File: config.mk
export PLATFORM = sky130hd
export DESIGN_NAME = load_store_unit
export DESIGN_NICKNAME = d
export VERILOG_FILES = /design/src/rtl/load_store_unit.sv
export SDC_FILE = /design/constraint.sdc
export NUM_CORES = 1
export LEC_CHECK = 0
export ABC_AREA = 1
export BUFFER_PORTS_ARGS = -buffer_cell sky130_fd_sc_hd__buf_2
export CAP_MARGIN = 10
export CORE_AREA = 2 2 128 93
export CTS_BUF_LIST = sky130_fd_sc_hd__clkbuf_4
export DETAILED_ROUTE_END_ITERATION = 6
export DIE_AREA = 0 0 130 95
export GPL_TIMING_DRIVEN = 0
export MAX_ROUTING_LAYER = met4
export PLACE_DENSITY = 0.85
export SKIP_LAST_GASP = 1
export SYNTH_ARGS = -nofsm -noshare
export SYNTH_HDL_FRONTEND = slang
export SYNTH_SLANG_ARGS = --single-unit
export TNS_END_PERCENT = 20
File: constraint.sdc
create_clock -name clk -period 4.55 [get_ports clk]
set_input_delay 0.91 -clock clk [delete_from_list [all_inputs] [get_ports clk]]
set_output_delay 0.91 -clock clk [all_outputs]
set_load 0.05 [all_outputs]
File: src/rtl/load_store_unit.sv
// -----------------------------------------------------------------------------
// load_store_unit
//
// Bridges the execute stage to a word-only data memory. Loads of a byte,
// halfword or word are read and then sign- or zero-extended. Sub-word stores
// are done as read-modify-write, because the memory has only one write enable
// per word. The unit accepts a single request and owns the memory port until
// that request is answered.
//
// Configuration:
//   LSU_ACCESS_FAULT_EN (macro) - when defined, an access at or beyond word
//                                 MEM_WORDS completes with resp_error and never
//                                 reaches the memory.
//   MEM_WORDS (parameter)       - number of 32-bit words behind the port.
//
// Ports:
//   clk, reset          clock, synchronous active-high reset
//   req_valid/req_ready valid/ready handshake from the core (ready only in IDLE)
//   req_write           1 = store, 0 = load
//   req_size            00 byte, 01 halfword, 10 word, 11 reserved
//   req_unsigned        loads: 1 = zero-extend, 0 = sign-extend
//   req_addr            byte address
//   req_wdata           store data, right-justified
//   resp_valid          one-cycle completion pulse
//   resp_rdata          extended load data (0 for stores and errors)
//   resp_error          misaligned, reserved size or access fault
//   mem_address         word-aligned memory address
//   mem_write_data      merged word to write
//   mem_write_enable    write strobe, only in WRITE
//   mem_read_data       combinational read data for mem_address
// -----------------------------------------------------------------------------
module load_store_unit #(
  parameter int MEM_WORDS = 64
) (
  input  logic        clk,
  input  logic        reset,
  input  logic        req_valid,
  output logic        req_ready,
  input  logic        req_write,
  input  logic [1:0]  req_size,
  input  logic        req_unsigned,
  input  logic [31:0] req_addr,
  input  logic [31:0] req_wdata,
  output logic        resp_valid,
  output logic [31:0] resp_rdata,
  output logic        resp_error,
  output logic [31:0] mem_address,
  output logic [31:0] mem_write_data,
  output logic        mem_write_enable,
  input  logic [31:0] mem_read_data
);

  typedef enum logic [1:0] {
    IDLE  = 2'd0,
    READ  = 2'd1,
    WRITE = 2'd2,
    RESP  = 2'd3
  } state_t;

  state_t      state_reg;
  state_t      state_next;

  // Latched request; the live request inputs are only looked at in IDLE.
  logic        write_reg;
  logic [1:0]  size_reg;
  logic        unsigned_reg;
  logic [31:0] addr_reg;
  logic [31:0] wdata_reg;
  logic        error_reg;
  logic [31:0] word_reg;

  logic        accept;
  logic        req_error;
  logic [31:0] merged_word;
  logic [7:0]  lane_byte;
  logic [15:0] lane_half;
  logic [31:0] load_data;

  assign accept = req_valid && req_ready;

  // ---------------------------------------------------------------------------
  // Request checking (on the live inputs, at the accept edge)
  // ---------------------------------------------------------------------------
`ifdef LSU_ACCESS_FAULT_EN
  localparam logic [31:0] MEM_WORDS_LIMIT = 32'(MEM_WORDS);
`else
  // Without the range check the memory size is irrelevant here; it is only
  // referenced to flag a nonsensical configuration.
  if (MEM_WORDS < 1) begin : g_mem_words_invalid
  end
`endif

  always_comb begin
    req_error = 1'b0;
    case (req_size)
      2'b01:   req_error = req_addr[0];
      2'b10:   req_error = |req_addr[1:0];
      2'b11:   req_error = 1'b1;
      default: req_error = 1'b0;
    endcase
`ifdef LSU_ACCESS_FAULT_EN
    // Misaligned requests are already errors, so OR-ing the range check in
    // covers exactly the aligned out-of-range accesses.
    if ({2'b00, req_addr[31:2]} >= MEM_WORDS_LIMIT) begin
      req_error = 1'b1;
    end
`endif
  end

  // ---------------------------------------------------------------------------
  // State and request registers
  // ---------------------------------------------------------------------------
  always_ff @(posedge clk) begin
    if (reset) begin
      state_reg    <= IDLE;
      write_reg    <= 1'b0;
      size_reg     <= 2'b00;
      unsigned_reg <= 1'b0;
      addr_reg     <= 32'd0;
      wdata_reg    <= 32'd0;
      error_reg    <= 1'b0;
      word_reg     <= 32'd0;
    end else begin
      state_reg <= state_next;
      if (accept) begin
        write_reg    <= req_write;
        size_reg     <= req_size;
        unsigned_reg <= req_unsigned;
        addr_reg     <= req_addr;
        wdata_reg    <= req_wdata;
        error_reg    <= req_error;
      end
      if (state_reg == READ) begin
        word_reg <= mem_read_data;
      end
    end
  end

  // ---------------------------------------------------------------------------
  // Next-state logic
  // ---------------------------------------------------------------------------
  always_comb begin
    state_next = state_reg;
    case (state_reg)
      IDLE: begin
        if (accept) begin
          if (req_error) begin
            state_next = RESP;
          end else if (req_write && (req_size == 2'b10)) begin
            state_next = WRITE;  // full word needs no merge
          end else begin
            state_next = READ;
          end
        end
      end
      READ:    state_next = write_reg ? WRITE : RESP;
      WRITE:   state_next = RESP;
      RESP:    state_next = IDLE;
      default: state_next = IDLE;
    endcase
  end

  // ---------------------------------------------------------------------------
  // Datapath: store merge and load extraction from the captured word
  // ---------------------------------------------------------------------------
  always_comb begin
    merged_word = word_reg;
    case (size_reg)
      2'b00:   merged_word[{addr_reg[1:0], 3'b000} +: 8] = wdata_reg[7:0];
      2'b01:   merged_word[{addr_reg[1], 4'b0000} +: 16] = wdata_reg[15:0];
      default: merged_word = wdata_reg;
    endcase
  end

  assign lane_byte = word_reg[{addr_reg[1:0], 3'b000} +: 8];
  assign lane_half = word_reg[{addr_reg[1], 4'b0000} +: 16];

  always_comb begin
    load_data = word_reg;
    case (size_reg)
      2'b00:   load_data = unsigned_reg ? {24'd0, lane_byte}
                                        : {{24{lane_byte[7]}}, lane_byte};
      2'b01:   load_data = unsigned_reg ? {16'd0, lane_half}
                                        : {{16{lane_half[15]}}, lane_half};
      default: load_data = word_reg;
    endcase
  end

  // ---------------------------------------------------------------------------
  // Outputs. Reset is folded into the strobes so that a write or response
  // pending in the reset cycle is dropped in that same cycle.
  // ---------------------------------------------------------------------------
  always_comb begin
    req_ready        = (state_reg == IDLE);
    resp_valid       = (state_reg == RESP) && !reset;
    resp_error       = resp_valid && error_reg;
    resp_rdata       = (resp_valid && !error_reg && !write_reg) ? load_data : 32'd0;
    mem_address      = {addr_reg[31:2], 2'b00};
    mem_write_enable = (state_reg == WRITE) && !reset;
    mem_write_data   = (state_reg == WRITE) ? merged_word : 32'd0;
  end

endmodule

==> results of run 1 <==
-- synth_stat cells (all sizes together) --
master / instances / share of area (%)
nor3: 1 / 0.27
inv: 44 / 2.8
and3: 1 / 0.10
a21oi: 74 / 6.2
ha: 9 / 1.9
nand3: 38 / 3.2
buf: 51 / 5.6
conb: 1 / 0.063
nand2: 102 / 6.6
o211ai: 30 / 3.8
clkinv: 2 / 0.13
o221ai: 7 / 1.0
nor2: 230 / 15
dfxtp: 103 / 35
clkbuf: 46 / 2.9
a31oi: 15 / 1.6
nand4: 2 / 0.31
o21ai: 174 / 15
-- critical path, stage by stage, from the launching register on --
cell and delay, ns:
dfxtp_1 0.37, inv_1 0.17, clkbuf_1 0.56, ha_1 0.36, clkbuf_1 0.24, nor2_1 0.50, nand3_1 0.16, o211ai_1 0.12
o211ai_1 0.12, nor2_1 0.10, buf_2 0.26
-- through the flow --
stage	utilization, %	worst slack [ns]	hold slack [ns]	total power, uW	instances
after floorplan	-	1.169	0.4441	2883	931
after detailed placement	63.66	0.8296	0.4719	3522	1288
after global placement	63.66	0.7953	0.4619	3498	1288
after CTS	64.90	0.2591	0.5012	4006	1304
after global routing	64.87	0.02184	0.5172	4315	1303
final	64.87	0.1793	0.4985	4066	1303
-- where the power goes --
group	switching (uW)	internal, uW	total [uW]
registers	298	1140	1430
clock network	368	130	497
logic	1520	616	2130
total	2180	1880	4070
-- worst min path at each step --
stage,start,end,depth (start not counted)
after floorplan,wdata_reg[11],wdata_reg[11],2
after global placement,addr_reg[25],addr_reg[25],2
after detailed placement,wdata_reg[17],wdata_reg[17],2
after CTS,addr_reg[7],addr_reg[7],2
after global routing,wdata_reg[28],wdata_reg[28],2
final,addr_reg[2],addr_reg[2],2
-- cell families (layout without fill, tap and decap cells) --
group	Yosys count	count (layout)	synth area share, %
flip-flops	103	103	34.51
other	1	2	0.06277
adder cells (fa/ha/maj)	9	9	1.885
AND/OR/NAND/NOR	374	374	24.98
buffers and inverters	143	358	11.41
AO/OA/AOI/OAI	300	300	27.14
-- routing by layer --
| layer | vias to the layer above | track usage [%] | wire [microns] |
|---|---|---|---|
| met1 | 3326 | 51.87 | 9931 |
| met3 | 41 | 11.95 | 2824 |
| li1 | 3502 | - | - |
| met2 | 406 | 51.05 | 9187 |
| met5 | - | - | 0 |
| met4 | 0 | 9.588 | 435 |
-- area by class of cell --
class	count	area, sq um	area share, %
Inverter	46	172.7	2.361
Buffer	96	505.5	6.913
Clock inverter	7	72.57	0.9925
Multi-Input combinational cell	685	3234	44.23
Tap cell	157	196.4	2.687
Clock buffer	9	67.56	0.9240
Timing Repair Buffer	200	1001	13.69
Sequential cell	103	2062	28.20
==> flow_summary.ini, run 1 <==
[timing]
fin_worst_skew_ns = 0.01147
slew_viol_final = 0
finalHoldViolCount = 0
fin_tns_setup_ns = 0
worst_pin_slew_ns = 0.6857
fin_crit_ns = 4.371
grt_setup_unrepaired = false
max_freq_mhz = 228.8
relSlewSlack_pct = 54.29
fin_crit_sh_pct = 96.06
setup_violations = 0

[finish]
layout-drive-gt1-share_pct = 23.82
final_cell_area_sq_mm = 0.007312
final_cell_mix = nor2_1, buf_2, o21ai_0
area_growth_pct = 22.39
final_common_cell = nor2_1
n_antenna_cell = 0
n_fill_cell = 1132
layout.nets = 1253

[logic_synthesis]
netlist_area_sq_mm = 0.005974
ys_types = 24
syn_inst = 930
ys_ff_latch = 103
yosysWarnings = 0
synth.avg_cell_area_sq_um = 6.424
seq_area_frac_synth_pct = 34.51

[global_routing]
grt_pass1_wl_microns = 33600
grt_max_degree = 21
grt_antenna_before_repair = 0
grt_overflow_total = 0
grt_use_total_pct = 37.04
grt_pass1_vias = 6302

[routing]
vias_per_cell = 5.583
ant_nets = 0
vias = 7275
routed_wl_microns = 22380
wl_per_cell_microns = 17.17
drt_drc_violations_left = 0
firstDrtPassIters = 5
drt_iter0_drc = 831

[die]
start_util_pct = 53.00
rows = 33
die_w_microns = 130
core_sq_mm = 0.01127
dieArea_sq_mm = 0.01235
die_h_microns = 95
io_pins = 203

[placement]
numPortBuffers = 200
dp_hpwl_microns = 17210
dpl_cell_area_sq_mm = 0.007176
place_congestion = 0.9981

[outcome]
outcome = complete, no violations

[clock_network]
cts_hold_buf = 0
postCtsSetupBuffers = 0
post_cts_resized = 0
cts_tree = built
clockRootBuffer = clkbuf_4
h-tree-depth = 3
clk_pin_slew_ns = 0.17
clock_latency_ns = 0.48
clkSinkCount = 103
clockBufferDepth = 2
numCtsBuffers = 9

[power_and_ir_drop]
powerDensity_mw_per_mm2 = 556.1
leakage_uw = 0.003421
ir_drop_mv = 0.3089

[critical_path]
cp_max_fo = 12
crit_required_ns = 3.64
end_kind = primary output
crit_start = addr_reg[0]
crit_type = reg2out
worstSetupEndpoint = mem_write_data[6]
timing.rr.end = word_reg[22]
r2r-start = state_reg[1]
rrSetupSlack_ns = 2.49
crit_arrival_ns = 3.46
reg2reg_depth = 7
cp-start-kind = flip-flop

[flow_run]
maxCapViolCount = 0

[min_path]
hp-class = reg2reg
Power figures use the tool's default switching activity.
==> run 2, diff against run 1 <==
--- a/config.mk
+++ b/config.mk
@@ -8,13 +8,13 @@
 export ABC_AREA = 1
 export BUFFER_PORTS_ARGS = -buffer_cell sky130_fd_sc_hd__buf_2
 export CAP_MARGIN = 10
-export CORE_AREA = 2 2 128 93
+export CORE_AREA = 2 2 126 91
 export CTS_BUF_LIST = sky130_fd_sc_hd__clkbuf_4
 export DETAILED_ROUTE_END_ITERATION = 6
-export DIE_AREA = 0 0 130 95
+export DIE_AREA = 0 0 128 93
 export GPL_TIMING_DRIVEN = 0
 export MAX_ROUTING_LAYER = met4
-export PLACE_DENSITY = 0.85
+export PLACE_DENSITY = 0.88
 export SKIP_LAST_GASP = 1
 export SYNTH_ARGS = -nofsm -noshare
 export SYNTH_HDL_FRONTEND = slang
==> flow_summary.ini, run 2 (synthesis results as in run 1) <==
[outcome]
outcome = complete, no violations

[power_and_ir_drop]
pwr-share-seq_pct = 34.8
p_int_uw = 1888
power_frac_comb_pct = 52.5
switching_share_pct = 53.78
ir_drop_mv = 0.3002
leakage_uw = 0.003425
powerDensity_mw_per_mm2 = 559.0
clkPwrFrac_pct = 12.7
p_switching_uw = 2197

[critical_path]
cp_max_fo = 12
cpMostUsedCell = nor2_1
reg2reg_depth = 6
path_cells = inv_2 > clkbuf_1 > ha_1 > inv_1 > nor2_1 > nand3_1 > a21oi_1 > nor2_1 > nor2_1 > buf_2
crit_start = addr_reg[1]
crit_arrival_ns = 3.36
rrSetupSlack_ns = 2.47
timing.rr.end = word_reg[25]
worstSetupEndpoint = mem_write_data[23]
crit_slowest_cell = nor2_1
end_kind = primary output
crit_required_ns = 3.64
cp-start-kind = flip-flop
crit_path_max_incr_delay_ns = 0.52
crit_type = reg2out
r2r-start = state_reg[1]

[finish]
final_cell_area_sq_mm = 0.007306
layout.nets = 1254
n_antenna_cell = 0
final_cell_mix = nor2_1, buf_2, o21ai_0
layout-drive-gt1-share_pct = 23.89
n_fill_cell = 1046
final_common_cell = nor2_1
seqCellArea_sq_mm = 0.002062
area_growth_pct = 22.28
multi_input_area_sq_mm = 0.003237

[clock_network]
cts_hold_buf = 0
h-tree-depth = 3
numCtsBuffers = 9
clock_latency_ns = 0.51
postCtsSetupBuffers = 0
clk_pin_slew_ns = 0.18
cts_tree = built
clockRootBuffer = clkbuf_4
clkSinkCount = 103
clockBufferDepth = 2
post_cts_resized = 0

[timing]
worst_pin_slew_ns = 0.7262
finalHoldViolCount = 0
relSlewSlack_pct = 51.59
fin_tns_setup_ns = 0
fin_crit_ns = 4.267
max_freq_mhz = 234.4
fin_worst_skew_ns = 0.01459
slew_viol_final = 0
grt_setup_unrepaired = false
fin_crit_sh_pct = 93.78
setup_violations = 0

[routing]
drt_drc_violations_left = 0
vias = 7335
routed_wl_microns = 22450
vias_per_cell = 5.717
wl_per_cell_microns = 17.50
ant_nets = 0
drt_iter0_drc = 882
firstDrtPassIters = 6

[global_routing]
grt_antenna_before_repair = 0
grt_pass1_vias = 6474
grt_overflow_total = 0
grt_pass1_wl_microns = 34200
grt_use_total_pct = 38.58
grt_max_degree = 22

[die]
die_w_microns = 128
start_util_pct = 55.68
io_pins = 203
rows = 32
core_sq_mm = 0.01073
die_h_microns = 93
dieArea_sq_mm = 0.01190

[placement]
dp_hpwl_microns = 17140
numPortBuffers = 200
dpl_cell_area_sq_mm = 0.007149
place_congestion = 1.019

[flow_run]
maxCapViolCount = 0

[min_path]
hp-class = reg2reg
[run 2: metal layers]
layer  routed length (microns)  GRT usage, %
met1                      9895         54.15
met3                      2797         9.611
met5                         0             -
met4                       571         10.62
met2                      9187         55.35
[run 2: final cells by class]
cell class              instances  area share (%)
multi-input cells             685           44.31
inverters                      46           2.363
flip-flops and latches        103           28.22
clock inverters                 7           1.182
clock buffers                   9          0.9248
plain buffers                  97           6.970
well taps                     136           2.329
repair buffers                200           13.70
[run 2: per-stage QoR]
| stage | setup WS, ns | hold WS (ns) | total power [uW] | utilization, % | instances |
|---|---|---|---|---|---|
| 2_1_floorplan | 1.169 | 0.4441 | 2883 | - | 931 |
| 3_3_place_gp | 0.7951 | 0.4630 | 3485 | 66.63 | 1267 |
| 3_5_place_dp | 0.8423 | 0.4715 | 3512 | 66.63 | 1267 |
| 4_1_cts | 0.2556 | 0.5027 | 4015 | 68.06 | 1283 |
| 5_1_grt | 0.04807 | 0.5194 | 4328 | 68.09 | 1283 |
| 6_report | 0.2829 | 0.5022 | 4084 | 68.09 | 1283 |
[run 2: how the worst min path moves through the flow]
stage | slack [ns] | end | startpoint | cells after the start
global route | 0.52 | addr_reg[26] | addr_reg[26] | 2
CTS | 0.50 | addr_reg[29] | addr_reg[29] | 2
detailed placement | 0.47 | addr_reg[22] | addr_reg[22] | 2
global placement | 0.46 | wdata_reg[16] | wdata_reg[16] | 2
finish | 0.50 | addr_reg[6] | addr_reg[6] | 2
floorplan | 0.44 | wdata_reg[11] | wdata_reg[11] | 2
[run 2: power by group through the flow]
stage,sequential [uW],combinational (uW),clock [uW]
after global placement,1420,2070,0
after detailed placement,1420,2090,0
after global routing,1440,2340,543
after floorplan,1300,1580,0
after CTS,1400,2100,517
final,1420,2150,519
[run 2: worst max-delay path, delay by kind of cell, from the launching register on]
kind | cells | cell delay, ns
flops | 1 | 0.51
fa+ha+maj | 1 | 0.40
compound gates | 1 | 0.16
simple gates | 4 | 0.86
buf+inv | 4 | 0.89
